File: config.mk
export PLATFORM = sky130hd
export DESIGN_NAME = big_ram_wb_arbiter
export DESIGN_NICKNAME = d
export VERILOG_FILES = /design/src/rtl/big_ram_arb_pkg.sv /design/src/rtl/big_ram_wb_arbiter_rr_picker.sv /design/src/rtl/big_ram_wb_arbiter.sv
export SDC_FILE = /design/constraint.sdc
export NUM_CORES = 1
export LEC_CHECK = 0
export CAP_MARGIN = 20
export CORE_AREA = 2 2 129 131
export CTS_CLUSTER_SIZE = 24
export DETAILED_ROUTE_END_ITERATION = 12
export DIE_AREA = 0 0 131 133
export SYNTH_ARGS = -nofsm -noshare
export SYNTH_HDL_FRONTEND = slang
export SYNTH_SLANG_ARGS = --single-unit
File: constraint.sdc
create_clock -name clk_i -period 4.3 [get_ports clk_i]
set_clock_uncertainty 0.15 [all_clocks]
set_input_delay 0.43 -clock clk_i [delete_from_list [all_inputs] [get_ports clk_i]]
set_output_delay 0.43 -clock clk_i [all_outputs]
set_load 0.01 [all_outputs]
File: src/rtl/big_ram_arb_pkg.sv
// Shared types and default sizing for the big_ram Wishbone arbiter.
// Defaults match one big_ram port.
package big_ram_arb_pkg;

    localparam int DEF_NUM_MASTERS = 4;
    localparam int DEF_ADDR_W      = 11;
    localparam int DEF_DATA_W      = 32;
    localparam int DEF_TIMEOUT     = 255;

    typedef enum logic {
        ST_IDLE  = 1'b0,
        ST_GRANT = 1'b1
    } arb_state_e;

endpackage

File: src/rtl/big_ram_wb_arbiter_rr_picker.sv
// Round-robin winner selection.
// Returns the first set request bit found by searching circularly upward from i_ptr.
module rr_picker #(
    parameter int N     = 4,
    parameter int IDX_W = 2
) (
    input  logic [N-1:0]     i_req,
    input  logic [IDX_W-1:0] i_ptr,
    output logic [N-1:0]     o_onehot,
    output logic [IDX_W-1:0] o_idx,
    output logic             o_valid
);

    logic [IDX_W-1:0] w_cand;

    always_comb begin
        // NOTE: every output gets a default first so no path through the loop infers a latch.
        o_onehot = '0;
        o_idx    = '0;
        o_valid  = 1'b0;
        w_cand   = '0;
        // Walk offsets from farthest to nearest so the nearest requester is written last and wins.
        for (int k = N - 1; k >= 0; k--) begin
            w_cand = (int'(i_ptr) + k >= N) ? IDX_W'(int'(i_ptr) + k - N)
                                            : IDX_W'(int'(i_ptr) + k);
            if (i_req[w_cand]) begin
                o_valid          = 1'b1;
                o_idx            = w_cand;
                o_onehot         = '0;
                o_onehot[w_cand] = 1'b1;
            end
        end
    end

endmodule

File: src/rtl/big_ram_wb_arbiter.sv
// Round-robin pipelined-Wishbone arbiter sharing one big_ram port among NUM_MASTERS requesters.
// Grant is held for the winner's whole bus cycle; a no-ack watchdog forces release with an err pulse.
module big_ram_wb_arbiter
    import big_ram_arb_pkg::*;
#(
    parameter int NUM_MASTERS = DEF_NUM_MASTERS,
    parameter int ADDR_W      = DEF_ADDR_W,
    parameter int DATA_W      = DEF_DATA_W,
    parameter int SEL_W       = DATA_W / 8,
    parameter int TIMEOUT     = DEF_TIMEOUT
) (
    input  logic                          clk_i,
    input  logic                          rst_i,
    input  logic [NUM_MASTERS-1:0]        m_wb_cyc_i,
    input  logic [NUM_MASTERS-1:0]        m_wb_stb_i,
    input  logic [NUM_MASTERS-1:0]        m_wb_we_i,
    input  logic [NUM_MASTERS*ADDR_W-1:0] m_wb_addr_i,
    input  logic [NUM_MASTERS*DATA_W-1:0] m_wb_data_i,
    input  logic [NUM_MASTERS*SEL_W-1:0]  m_wb_sel_i,
    output logic [NUM_MASTERS-1:0]        m_wb_ack_o,
    output logic [NUM_MASTERS-1:0]        m_wb_stall_o,
    output logic [NUM_MASTERS-1:0]        m_wb_err_o,
    output logic [DATA_W-1:0]             m_wb_data_o,
    output logic                          s_wb_cyc_o,
    output logic                          s_wb_stb_o,
    output logic                          s_wb_we_o,
    output logic [ADDR_W-1:0]             s_wb_addr_o,
    output logic [DATA_W-1:0]             s_wb_data_o,
    output logic [SEL_W-1:0]              s_wb_sel_o,
    input  logic                          s_wb_ack_i,
    input  logic                          s_wb_stall_i,
    input  logic [DATA_W-1:0]             s_wb_data_i,
    output logic [NUM_MASTERS-1:0]        grant_o
);

    localparam int IDX_W = $clog2(NUM_MASTERS);
    localparam int TMR_W = $clog2(TIMEOUT + 1);

    arb_state_e             r_state;
    logic [NUM_MASTERS-1:0] r_grant;
    logic [NUM_MASTERS-1:0] r_lockout;
    logic [NUM_MASTERS-1:0] r_err;
    logic [IDX_W-1:0]       r_gidx;
    logic [IDX_W-1:0]       r_ptr;
    logic [TMR_W-1:0]       r_timer;

    logic [NUM_MASTERS-1:0] w_req;
    logic [NUM_MASTERS-1:0] w_pick_req;
    logic [NUM_MASTERS-1:0] w_win_onehot;
    logic [IDX_W-1:0]       w_win_idx;
    logic [IDX_W-1:0]       w_ptr_next;
    logic                   w_win_valid;
    logic                   w_busy;
    logic                   w_g_cyc;
    logic                   w_release;
    logic                   w_timeout;

    assign w_req     = m_wb_cyc_i & ~r_lockout;
    assign w_busy    = (r_state == ST_GRANT);
    assign w_g_cyc   = w_busy & m_wb_cyc_i[r_gidx];
    assign w_release = w_busy & ~m_wb_cyc_i[r_gidx];
    assign w_timeout = w_g_cyc & ~s_wb_ack_i & (r_timer == TMR_W'(TIMEOUT - 1));

    // While granted, only the other masters compete, so a release hands over without an idle gap.
    assign w_pick_req = w_busy ? (w_req & ~r_grant) : w_req;
    assign w_ptr_next = (w_win_idx == IDX_W'(NUM_MASTERS - 1)) ? '0 : w_win_idx + 1'b1;

    rr_picker #(
        .N     (NUM_MASTERS),
        .IDX_W (IDX_W)
    ) u_picker (
        .i_req    (w_pick_req),
        .i_ptr    (r_ptr),
        .o_onehot (w_win_onehot),
        .o_idx    (w_win_idx),
        .o_valid  (w_win_valid)
    );

    assign s_wb_cyc_o  = w_g_cyc;
    assign s_wb_stb_o  = w_g_cyc & m_wb_stb_i[r_gidx];
    assign s_wb_we_o   = w_g_cyc & m_wb_we_i[r_gidx];
    assign s_wb_addr_o = m_wb_addr_i[r_gidx*ADDR_W +: ADDR_W];
    assign s_wb_data_o = m_wb_data_i[r_gidx*DATA_W +: DATA_W];
    assign s_wb_sel_o  = m_wb_sel_i[r_gidx*SEL_W +: SEL_W];

    assign m_wb_ack_o   = r_grant & {NUM_MASTERS{s_wb_ack_i}};
    assign m_wb_stall_o = ~r_grant | {NUM_MASTERS{s_wb_stall_i}};
    assign m_wb_err_o   = r_err;
    assign m_wb_data_o  = s_wb_data_i;
    assign grant_o      = r_grant;

    always_ff @(posedge clk_i or negedge rst_i) begin
        if (!rst_i) begin
            r_state   <= ST_IDLE;
            r_grant   <= '0;
            r_lockout <= '0;
            r_err     <= '0;
            r_gidx    <= '0;
            r_ptr     <= '0;
            r_timer   <= '0;
        end else begin
            // NOTE: all state uses non-blocking assignments; later writes to a bit override earlier ones.
            r_err     <= '0;
            r_lockout <= r_lockout & m_wb_cyc_i;
            if (w_timeout) begin
                r_lockout[r_gidx] <= 1'b1;
                r_err[r_gidx]     <= 1'b1;
            end

            if (w_timeout || !w_g_cyc || s_wb_ack_i) begin
                r_timer <= '0;
            end else if (r_timer != TMR_W'(TIMEOUT)) begin
                r_timer <= r_timer + 1'b1;
            end

            if (!w_busy || w_release || w_timeout) begin
                if (w_win_valid) begin
                    r_state <= ST_GRANT;
                    r_grant <= w_win_onehot;
                    r_gidx  <= w_win_idx;
                    r_ptr   <= w_ptr_next;
                end else begin
                    r_state <= ST_IDLE;
                    r_grant <= '0;
                end
            end
        end
    end

endmodule

==> out/summary.md <==
Count of unique library cells instantiated by Yosys: 35. Compared with the post-synthesis result, the final layout area differs by 94.7%. For the data arrival time at the worst-slack endpoint, the log shows 2.58 ns. The layer flagged by global routing as most heavily used is met2. Summed over all cells, the static leakage comes to 2.14 nW.

The clock period could shrink to 3.16 ns. TritonCTS built the clock tree. For the number of buffers added by the clock tree synthesis step, the log shows 3.

The global placer's final weighted congestion is 0.886, and the total grt overflow is 0. The die width came out at 131 um. After routing the design area is 0.00573 mm^2. The flow ran to the end, and the final reports show no timing, DRC or antenna violations.

Setup violations remaining at the end of the flow were counted as 0. The met2 usage is 26.9%. For the number of fill cells, the log shows 1588. The routed design has 14000 um of wire. Detailed routing inserted a total of 3209 vias. The number of setup buffers added after CTS is 0, and the total design power is 2.78 mW. For the top-level I/O count, the log shows 334. Dividing the detail-routed via count by the number of cells gives 4.48. Prevailing post-synth register cell: sky130_fd_sc_hd__dfrtp_1. Number of max-slew violations in the final report: 0. For this configuration, the core starts out at a cell density of 18.2%. Traced cell by cell, the critical path runs through buf_4, mux4_2, clkdlybuf4s50_1.

Global routing used 15.3% of the available tracks. Global routing used 3.84% of the available met3 tracks. Measured along the y axis, the die boundary spans 133 um. The pre-antenna-repair detailed-routing pass consisted of 4 iterations.

The post-cts gate resize count came out at 0. By area the synthesized netlist is led by sky130_fd_sc_hd__mux4_2, sky130_fd_sc_hd__dfrtp_1, sky130_fd_sc_hd__buf_4. Worst-case headroom to the max-slew limit: 56.6%. The total die area is 0.0174 mm^2. The number of nets handed over by synthesis was 506. The tools report the capturing element type of the critical path as an output port. Kind of launch point of the worst setup path: a register. The hold-critical path depth is 1.

The number of max-cap violations came out at 0. The count of routing violations after the opening detailed-route iteration is 127, and the cell count after synthesis is 264. Setup repair after global routing left no endpoint under its margin.

Global-route wire length before repair: 20000 um. The maximum number of pins on one net before global-route repair is 40. The maximum vdd drop was 0.190 mV. The number of hold buffers added after CTS was 0. In the finished design, the share of the clock period the worst path needs comes to 73.5%.

Leaving out fill and tap cells, the most frequent cell in the layout is sky130_fd_sc_hd__clkdlybuf4s50_1. Of all nets on the critical path, the largest fanout is 36. For the deepest clock path buffer count, the log shows 2.

The tree is rooted in a sky130_fd_sc_hd__clkbuf_16. The slowest cell on the critical path was sky130_fd_sc_hd__dfrtp_4. In the final layout, the share of cells above drive strength 1 is 13.7%. The worst hold path begins at r_lockout[2]. Of all flip-flops after synthesis, the portion carrying an async set or reset was 100%. Port buffering added 269 buffers. The placed instances occupy a cell area of 0.00565 mm^2. The run gives 0 as the count of final hold-check violations. The logs give 25 for the TritonCTS sink count and 1 for the maximum level of the CTS H-tree. For this run, the number of Yosys warnings is 0. Summing every instance area after synthesis gives 0.00294 mm^2. The count of nets left with antenna violations once routing finished came out at 0. Of all cell types, the one taking the most synthesized area is sky130_fd_sc_hd__mux4_2.

Summing the sequential cell areas from Yosys gives 21.2% of the chip area. The run gives 3471 as the via count of the first global-routing pass. At the later pin of the worst-skew pair, clock insertion delay measures 0.26 ns. Averaged over all synthesized cells, the footprint is 11.2 um^2. The stage delay of the slowest cell on the critical path was 0.85 ns; the slack of the worst reg-to-reg path was 1.51 ns. The HPWL reported at the end of detailed placement is 12100 um, and the logic depth of the worst register-to-register path is 8.

The fraction of post-synthesis cell area in the top cell type by area came out at 41.3%. In the layout the commonest cells are sky130_fd_sc_hd__clkdlybuf4s50_1, sky130_fd_sc_hd__mux4_2, sky130_fd_sc_hd__nand2_1. In this run, synthesis inferred 0 flip-flops with an integrated enable. The worst hold path terminates at r_lockout[2].

In the routed design, unresolved DRC markers number 0. The tools report the launching point of the worst reg2reg path as r_ptr[0]. The region available for standard cell placement spans 0.0162 mm^2. Based on the critical path, the design can be clocked at up to 317 MHz. In this run the core area contains 47 standard-cell rows. The end of the worst register-to-register path is r_ptr[1]. At the end of the flow, the number of nets in the layout was 739. The logs give 3.72 ns for the required time of the critical path and 0 ns for the total negative setup slack. The min-delay analysis places its worst path in the category register to register. The transition time at the pin with the least slew margin was 0.651 ns; the count of antenna diodes in the layout was 0. The number of antenna violations at the first check in global routing came out at 0.

Counting flops and latches in the post-synthesis netlist gives 25. The clock transition at the register clock pins on the worst setup and hold paths after CTS works out to 0.06 ns. The setup path with the least slack is of type register to output port.

The routed length per instance was 19.6 um; the power density relative to cell area was 485 mW/mm^2. The met1 track utilization from global routing came out at 18.2%.
==> worst max-delay path by stage <==
stage | startpoint | endpoint
after floorplan | r_ptr[0] | r_ptr[1]
after global placement | r_gidx[0] | s_wb_data_o[20]
after CTS | r_gidx[0] | s_wb_data_o[20]
final | r_gidx[0] | s_wb_data_o[20]
after global routing | r_gidx[0] | s_wb_data_o[29]
after detailed placement | r_gidx[0] | s_wb_data_o[20]
==> cells by family (layout without fill, tap and decap cells) <==
group	Yosys count	count (layout)	synth area share (%)
flip-flops	25	25	21.2
AO/OA/AOI/OAI	36	36	7.44
XOR/XNOR	4	4	1.19
buffers and inverters	50	282	10.6
AND/OR/NAND/NOR	87	87	14.9
adder cells (fa/ha/maj)	6	6	2.55
multiplexers	56	56	42.0
==> Yosys cell counts (2+ instances only) <==
library cell / count
sky130_fd_sc_hd__mux4_2: 54
sky130_fd_sc_hd__buf_4: 33
sky130_fd_sc_hd__nand2_1: 30
sky130_fd_sc_hd__dfrtp_1: 25
sky130_fd_sc_hd__nor2_1: 21
sky130_fd_sc_hd__o21ai_0: 17
sky130_fd_sc_hd__and3_1: 6
sky130_fd_sc_hd__buf_1: 6
sky130_fd_sc_hd__ha_1: 6
sky130_fd_sc_hd__a21o_1: 5
sky130_fd_sc_hd__clkbuf_1: 5
sky130_fd_sc_hd__nand2b_1: 5
sky130_fd_sc_hd__a22oi_1: 4
sky130_fd_sc_hd__and2_1: 4
sky130_fd_sc_hd__inv_1: 4
sky130_fd_sc_hd__nand3b_1: 4
sky130_fd_sc_hd__nor3_1: 4
sky130_fd_sc_hd__o211ai_1: 4
sky130_fd_sc_hd__and3b_1: 3
sky130_fd_sc_hd__o21ai_1: 3
sky130_fd_sc_hd__xor2_1: 3
sky130_fd_sc_hd__and3b_4: 2
sky130_fd_sc_hd__nand3_1: 2
sky130_fd_sc_hd__nand4_1: 2
sky130_fd_sc_hd__nor3b_1: 2
==> layer usage <==
metal,share of wire (%),vias up
met5,0,-
met4,2.7,0
met3,8.0,26
met2,51,159
met1,38,1571
li1,-,1453
==> critical path: cells and delay by family (launching register included) <==
kind	cells	cell delay [ns]
buffers and inverters	2	0.90
muxes	1	0.54
DFF	1	0.85
==> power breakdown <==
part           internal, mW  leakage [nW]  switching (mW)
clock network         0.125        0.0409          0.0802
registers             0.282         0.330           0.164
logic                  1.25          1.76           0.881
==> sequential cells by signal, summed over array words and instances (netlist names) <==
| register | count |
|---|---|
| r_gidx | 2 |
| m_wb_err_o | 4 |
| r_ptr | 2 |
| grant_o | 4 |
| r_timer | 8 |
| r_lockout | 4 |
| r_state | 1 |
==> final cells by class <==
class	count	area [um^2]	share of cell area [%]
multi-input combinational	189	2010	35.0
sequential	25	631	11.0
clock inverter	1	5.00	0.0873
timing repair buffer	273	2720	47.5
inverter	5	18.8	0.327
clock buffer	3	75.1	1.31
tap	220	275	4.80
==> per-stage QoR <==
step / hold slack (ns) / instances / worst slack [ns] / util, %
4_1_cts: 0.348 / 716 / 1.08 / 35.5
3_3_place_gp: 0.322 / 712 / 1.39 / 35.0
2_1_floorplan: -0.0156 / 264 / 1.93 / -
5_1_grt: 0.359 / 716 / 0.972 / 35.5
6_report: 0.351 / 716 / 1.14 / 35.5
3_5_place_dp: 0.333 / 712 / 1.37 / 35.0
(Power assumes the default switching activity.)
